<file path="config.mk">
export PLATFORM = sky130hd
export DESIGN_NAME = execute_stage
export DESIGN_NICKNAME = d
export VERILOG_FILES = /design/src/rtl/execute_stage.sv
export SDC_FILE = /design/constraint.sdc
export NUM_CORES = 1
export LEC_CHECK = 0
export BUFFER_PORTS_ARGS = -buffer_cell sky130_fd_sc_hd__clkbuf_2
export CORE_AREA = 2 2 187 189
export CTS_BUF_LIST = sky130_fd_sc_hd__clkbuf_8
export DETAILED_ROUTE_END_ITERATION = 8
export DIE_AREA = 0 0 189 191
export SYNTH_ARGS = -nofsm -noshare
export SYNTH_HDL_FRONTEND = slang
export SYNTH_SLANG_ARGS = --single-unit
</file>
<file path="constraint.sdc">
create_clock -name clk -period 7.4 [get_ports clk]
set_input_delay 1.85 -clock clk [delete_from_list [all_inputs] [get_ports clk]]
set_output_delay 1.85 -clock clk [all_outputs]
set_load 0.01 [all_outputs]
</file>
<file path="src/rtl/execute_stage.sv">
// Execute stage: condition evaluation, ALU with NZCV flags, 32-cycle shift-add
// multiply, and the EX/MEM pipeline register. All state moves on the falling edge.
module execute_stage (
  input  logic        clk,
  input  logic        rst,
  input  logic        PCSrcE,
  input  logic        RegWriteE,
  input  logic        MemtoRegE,
  input  logic        MemWriteE,
  input  logic        BranchE,
  input  logic        ALUSrcE,
  input  logic [2:0]  ALUControlE,
  input  logic [1:0]  FlagWriteE,
  input  logic [3:0]  condE,
  input  logic [3:0]  WA3E,
  input  logic [31:0] rd1E,
  input  logic [31:0] rd2E,
  input  logic [31:0] ExtImmE,
  output logic        PCSrcM,
  output logic        RegWriteM,
  output logic        MemtoRegM,
  output logic        MemWriteM,
  output logic [31:0] ALUResultM,
  output logic [31:0] WriteDataM,
  output logic [3:0]  WA3M,
  output logic [3:0]  flags_o,
  output logic        stall_o
);
  typedef enum logic [1:0] {IDLE, BUSY, DONE} state_t;

  state_t      r_state, w_next;
  logic [31:0] r_mcand, r_mplier, r_acc;
  logic [4:0]  r_cnt;
  logic [3:0]  r_flags;
  logic [31:0] w_srcb, w_bop, w_res;
  logic [32:0] w_sum;
  logic        w_sub, w_c, w_v, w_condex, w_stall;
  logic        w_n, w_z, w_fc, w_fv;

  assign {w_n, w_z, w_fc, w_fv} = r_flags;
  assign flags_o = r_flags;

  assign w_srcb = ALUSrcE ? ExtImmE : rd2E;
  assign w_sub  = (ALUControlE == 3'b001);
  assign w_bop  = w_sub ? ~w_srcb : w_srcb;
  assign w_sum  = {1'b0, rd1E} + {1'b0, w_bop} + {32'b0, w_sub};

  always_comb begin
    w_condex = 1'b0;
    case (condE)
      4'b0000: w_condex = w_z;
      4'b0001: w_condex = ~w_z;
      4'b0010: w_condex = w_fc;
      4'b0011: w_condex = ~w_fc;
      4'b0100: w_condex = w_n;
      4'b0101: w_condex = ~w_n;
      4'b0110: w_condex = w_fv;
      4'b0111: w_condex = ~w_fv;
      4'b1000: w_condex = w_fc & ~w_z;
      4'b1001: w_condex = ~w_fc | w_z;
      4'b1010: w_condex = (w_n == w_fv);
      4'b1011: w_condex = (w_n != w_fv);
      4'b1100: w_condex = ~w_z & (w_n == w_fv);
      4'b1101: w_condex = w_z | (w_n != w_fv);
      4'b1110: w_condex = 1'b1;
      default: w_condex = 1'b0;
    endcase
  end

  always_comb begin
    w_res = w_sum[31:0];
    w_c   = 1'b0;
    w_v   = 1'b0;
    case (ALUControlE)
      3'b000, 3'b001: begin
        w_c = w_sum[32];
        w_v = (rd1E[31] == w_bop[31]) & (w_sum[31] != rd1E[31]);
      end
      3'b010:  w_res = rd1E & w_srcb;
      3'b011:  w_res = rd1E | w_srcb;
      3'b100:  w_res = w_srcb;
      3'b101:  w_res = r_acc;
      3'b110:  w_res = rd1E ^ w_srcb;
      default: w_res = rd1E & ~w_srcb;
    endcase
  end

  // A MUL whose condition fails never enters BUSY and passes as a bubble.
  always_comb begin
    w_next  = r_state;
    w_stall = 1'b0;
    case (r_state)
      IDLE: if (ALUControlE == 3'b101 && w_condex) begin
        w_stall = 1'b1;
        w_next  = BUSY;
      end
      BUSY: begin
        w_stall = 1'b1;
        if (r_cnt == 5'd31) w_next = DONE;
      end
      default: w_next = IDLE;
    endcase
  end

  assign stall_o = w_stall & ~rst;

  always_ff @(negedge clk or posedge rst) begin
    if (rst) begin
      r_state  <= IDLE;
      r_cnt    <= 5'd0;
      r_acc    <= 32'd0;
      r_mcand  <= 32'd0;
      r_mplier <= 32'd0;
    end else begin
      r_state <= w_next;
      if (r_state == IDLE && w_next == BUSY) begin
        r_mcand  <= rd1E;
        r_mplier <= w_srcb;
        r_acc    <= 32'd0;
        r_cnt    <= 5'd0;
      end else if (r_state == BUSY) begin
        if (r_mplier[0]) r_acc <= r_acc + r_mcand;
        r_mcand  <= r_mcand << 1;
        r_mplier <= r_mplier >> 1;
        r_cnt    <= r_cnt + 5'd1;
      end
    end
  end

  always_ff @(negedge clk or posedge rst) begin
    if (rst) begin
      PCSrcM     <= 1'b0;
      RegWriteM  <= 1'b0;
      MemtoRegM  <= 1'b0;
      MemWriteM  <= 1'b0;
      ALUResultM <= 32'd0;
      WriteDataM <= 32'd0;
      WA3M       <= 4'd0;
      r_flags    <= 4'd0;
    end else if (w_stall) begin
      PCSrcM    <= 1'b0;
      RegWriteM <= 1'b0;
      MemtoRegM <= 1'b0;
      MemWriteM <= 1'b0;
    end else begin
      PCSrcM     <= (PCSrcE | BranchE) & w_condex;
      RegWriteM  <= RegWriteE & w_condex;
      MemtoRegM  <= MemtoRegE;
      MemWriteM  <= MemWriteE & w_condex;
      ALUResultM <= w_res;
      WriteDataM <= rd2E;
      WA3M       <= WA3E;
      if (w_condex) begin
        if (FlagWriteE[1]) r_flags[3:2] <= {w_res[31], (w_res == 32'd0)};
        if (FlagWriteE[0]) r_flags[1:0] <= {w_c, w_v};
      end
    end
  end
endmodule

</file>
==> metrics.yaml <==
status:
  outcome: "finished with violations"
  violations: "setup timing"
sta:
  finalHoldViolations: 0
  max_slew_margin_pct: 26.7
  rsz0062_at_grt: "true"
  hold_slack_ns: 0.421
  worst_slew_pin_slew_ns: 1.10
  drv_slew: 0
  finalSetupViolCount: 162
  clock-skew-final_ns: 0.0234
  setup_ws_ns: -1.23
route:
  drtIter0Drc: 1103
  drc: 0
  antenna_left: 0
  vias: 15100
  firstDrtPassIters: 6
  wire_per_inst_um: 21.0
  viasPerCell: 5.62
  routed_wl_um: 56300
clock_network:
  cts_root_buffer: "clkbuf_8"
  cts.clk_slew.worst_paths_ns: 0.07
  clk_latency_ns: 0.46
  cts_tree: "yes"
  clock_sinks: 179
  cts_made_buffers: 17
  htree_levels: 4
  cts.path.max_buffers: 2
  holdBufCountCts: 0
logic_synthesis:
  synth_cell_type_count: 79
  synth_ff_type: "dfrtn_1"
  synthArstFlopShare_pct: 100
  netlist_instances: 1698
  syn_avg_cell_area_sq_um: 8.12
  yosysSeqAreaShare_pct: 32.5
  synth_area_leaders: "dfrtn_1, nand2_1, ha_1"
  yosysMostFrequentCell: "nand2_1"
  synth_seq_cells: 179
  synthTopCellsByCount: "nand2_1, dfrtn_1, o21ai_0, a21oi_1, ha_1"
  yosys_warnings: 0
  synth_edf_count: 0
  synth_top_area_share_pct: 32.5
  yosys.area.top_type: "dfrtn_1"
  synthesis.area_sq_um: 13800
  syn_nets: 1916
critical_path:
  cp_slowest_stage_delay_ns: 0.37
  cp.depth: 19
  r2r_start: "r_acc[0]$_DFFE_NP0P_"
  cp.required_ns: 4.17
  r2r_cells: 12
  worst_path_dominant_cell_family: "simple AND/OR/NAND/NOR gates"
  crit_path_end: "flags_o[2]$_DFFE_NP0P_"
  path_buf_inv: 5
  start_kind: "primary input"
  r2r_end: "r_acc[30]$_DFFE_NP0P_"
  rrSetupSlack_ns: 3.45
  timing_worst_setup_path_type: "in2reg"
  crit_path_max_fanout: 6
  cpMaxStageDelayCell: "or3_4"
  path_cells: "buf_6, or2_4, nor2_4, buf_12, buf_12, xnor2_4, ha_4, a211o_1, or3_4, o22ai_4, nor4bb_4, nor4_4, a211oi_2, buf_4, o2111ai_1, nor4_1, buf_4, nand4_1, o21ai_1"
  setup.worst_path.end_class: "flop"
  critPathLaunch: "ALUControlE[2]"
  cp.arrival_ns: 5.40
layout:
  design_area_sq_um: 19900
  antenna_cells: 0
  drive_above_1_share_pct: 36.4
  fill_cells: 3131
  utilization_pct: 58.3
  syn_to_final_growth_pct: 44.4
  layout.nets: 2435
  instances_no_fill: 2685
power:
  p_comb_share_pct: 56.7
  ir_drop_uv: 270
  internal_power_w: 0.00322
  switching_share_pct: 43.7
  leakage_nw: 9.80
  p_clk_share_pct: 12.9
  p_sw_w: 0.00249
  seq_power_share_pct: 30.4
  powerDensity_nw_per_um2: 287
die:
  coreArea_sq_um: 34100
  io_pins: 194
  die_width_um: 189
  initial_core_util_pct: 40.4
  die-area_sq_um: 36100
  fp.dieH_um: 191
  row_count: 68
grt:
  grt_max_degree: 72
  grt.total_usage_pct: 30.6
  grt_pass1_wl_um: 84600
  grt_pass1_vias: 14500
  grt_overflow: 0
  antenna_found_initial: 0
placed_design:
  post_dp_cell_area_sq_um: 17900
  detailed_place_hpwl_um: 42700
  dpl.cell_count: 2596
  portBuffers: 193
  gp_congestion: 0.981
run:
  cap_violations: 0
hold_path:
  hold_path_class: "reg2reg"
  min_from: "WriteDataM[3]$_DFFE_NP0N_"
## area by class of cell
class	instances	area [sq um]	share of cell area [%]
multi-input combinational	1350	9770	49.1
sequential	179	4480	22.5
timing repair buffer	600	4410	22.2
tap	455	569	2.86
inverter	69	263	1.32
clock buffer	17	234	1.18
clock inverter	15	174	0.874
## cells in the final DEF, fill, tap and decap left out, types with 19 or more instances in the layout
cell type	synthesis	layout
buf_4	1	355
nand2_1	346	338
clkbuf_2	0	191
dfrtn_1	179	179
o21ai_0	110	89
ha_1	99	84
nor2_1	89	81
a21oi_1	108	77
inv_1	68	66
nand3_1	53	50
xnor2_1	65	48
mux2i_1	48	38
xor2_1	33	33
a22oi_1	33	33
buf_6	1	30
a21o_1	26	26
a221o_1	23	23
a21oi_2	0	22
and3_1	21	21
o211ai_1	20	20
clkbuf_8	0	19
## worst register-to-register path, stage by stage (launching register included)
cell and delay, ns:
dfrtn_1 0.43, ha_1 0.26, fa_1 0.40, a21o_1 0.17, a21o_1 0.20, a2111oi_0 0.47, nor3_1 0.22, a31oi_1 0.38
a211oi_1 0.24, o31a_1 0.40, a311oi_1 0.33, xor2_1 0.17, o21ai_0 0.08
## power by group through the flow
stage | Clock, W | Sequential (W) | Combinational [W]
2_1_floorplan | 0 | 0.00174 | 0.00172
3_3_place_gp | 0 | 0.00173 | 0.00287
3_5_place_dp | 0 | 0.00174 | 0.00293
4_1_cts | 0.000750 | 0.00173 | 0.00310
5_1_grt | 0.000789 | 0.00178 | 0.00353
6_report | 0.000739 | 0.00173 | 0.00324
## stage by stage
| stage | total power [W] | setup slack (ns) | TNS, ns |
|---|---|---|---|
| final | 0.00571 | -1.23 | -39.51 |
| after global routing | 0.00610 | -1.27 | -54.91 |
| after CTS | 0.00557 | -1.20 | -26.50 |
| after detailed placement | 0.00467 | -1.88 | -117.84 |
| after global placement | 0.00461 | -1.88 | -119.44 |
| after floorplan | 0.00346 | -1.62 | -94.80 |
## sequential cells by signal, summed over array words and instances (netlist names), 2 cells and up
name        cells
WA3M            4
r_mplier       32
r_mcand        32
r_state         2
r_cnt           5
flags_o         4
r_acc          32
WriteDataM     32
ALUResultM     32
## layer usage
metal | share of wire, % | up-vias | wire [um] | track usage [%]
met5 | 0 | - | 0 | 0
met4 | 3.9 | 0 | 2180 | 11.8
met3 | 6.2 | 105 | 3480 | 4.87
met2 | 46 | 560 | 25800 | 49.2
met1 | 44 | 7321 | 24800 | 41.4
li1 | - | 7097 | - | -
## how the worst min path moves through the flow
stage,end,slack [ns],cells past startpoint
2_1_floorplan,r_acc[31]$_DFFE_NP0P_,0.38,1
3_3_place_gp,WA3M[3]$_DFFE_NP0N_,0.42,2
3_5_place_dp,WriteDataM[17]$_DFFE_NP0N_,0.42,2
4_1_cts,WriteDataM[17]$_DFFE_NP0N_,0.43,2
5_1_grt,WriteDataM[8]$_DFFE_NP0N_,0.44,2
6_report,WriteDataM[3]$_DFFE_NP0N_,0.42,2
## repair_timing
item,4_1_cts,5_1_grt
hold endpoints to repair,0,0
setup endpoints to repair,150,157
setup buffers,41,27
pin swaps,59,74
gates resized for setup,113,97
cloned,2,0
## cells by family after synthesis
group	Yosys count	synth area share, %
flip-flops	179	32.5
adder cells (fa/ha/maj)	101	9.27
AND/OR/NAND/NOR	629	20.3
multiplexers	60	4.87
buffers and inverters	170	4.75
AO/OA/AOI/OAI	461	22.1
XOR/XNOR	98	6.23
No activity file was read; power rests on OpenSTA's default activity.
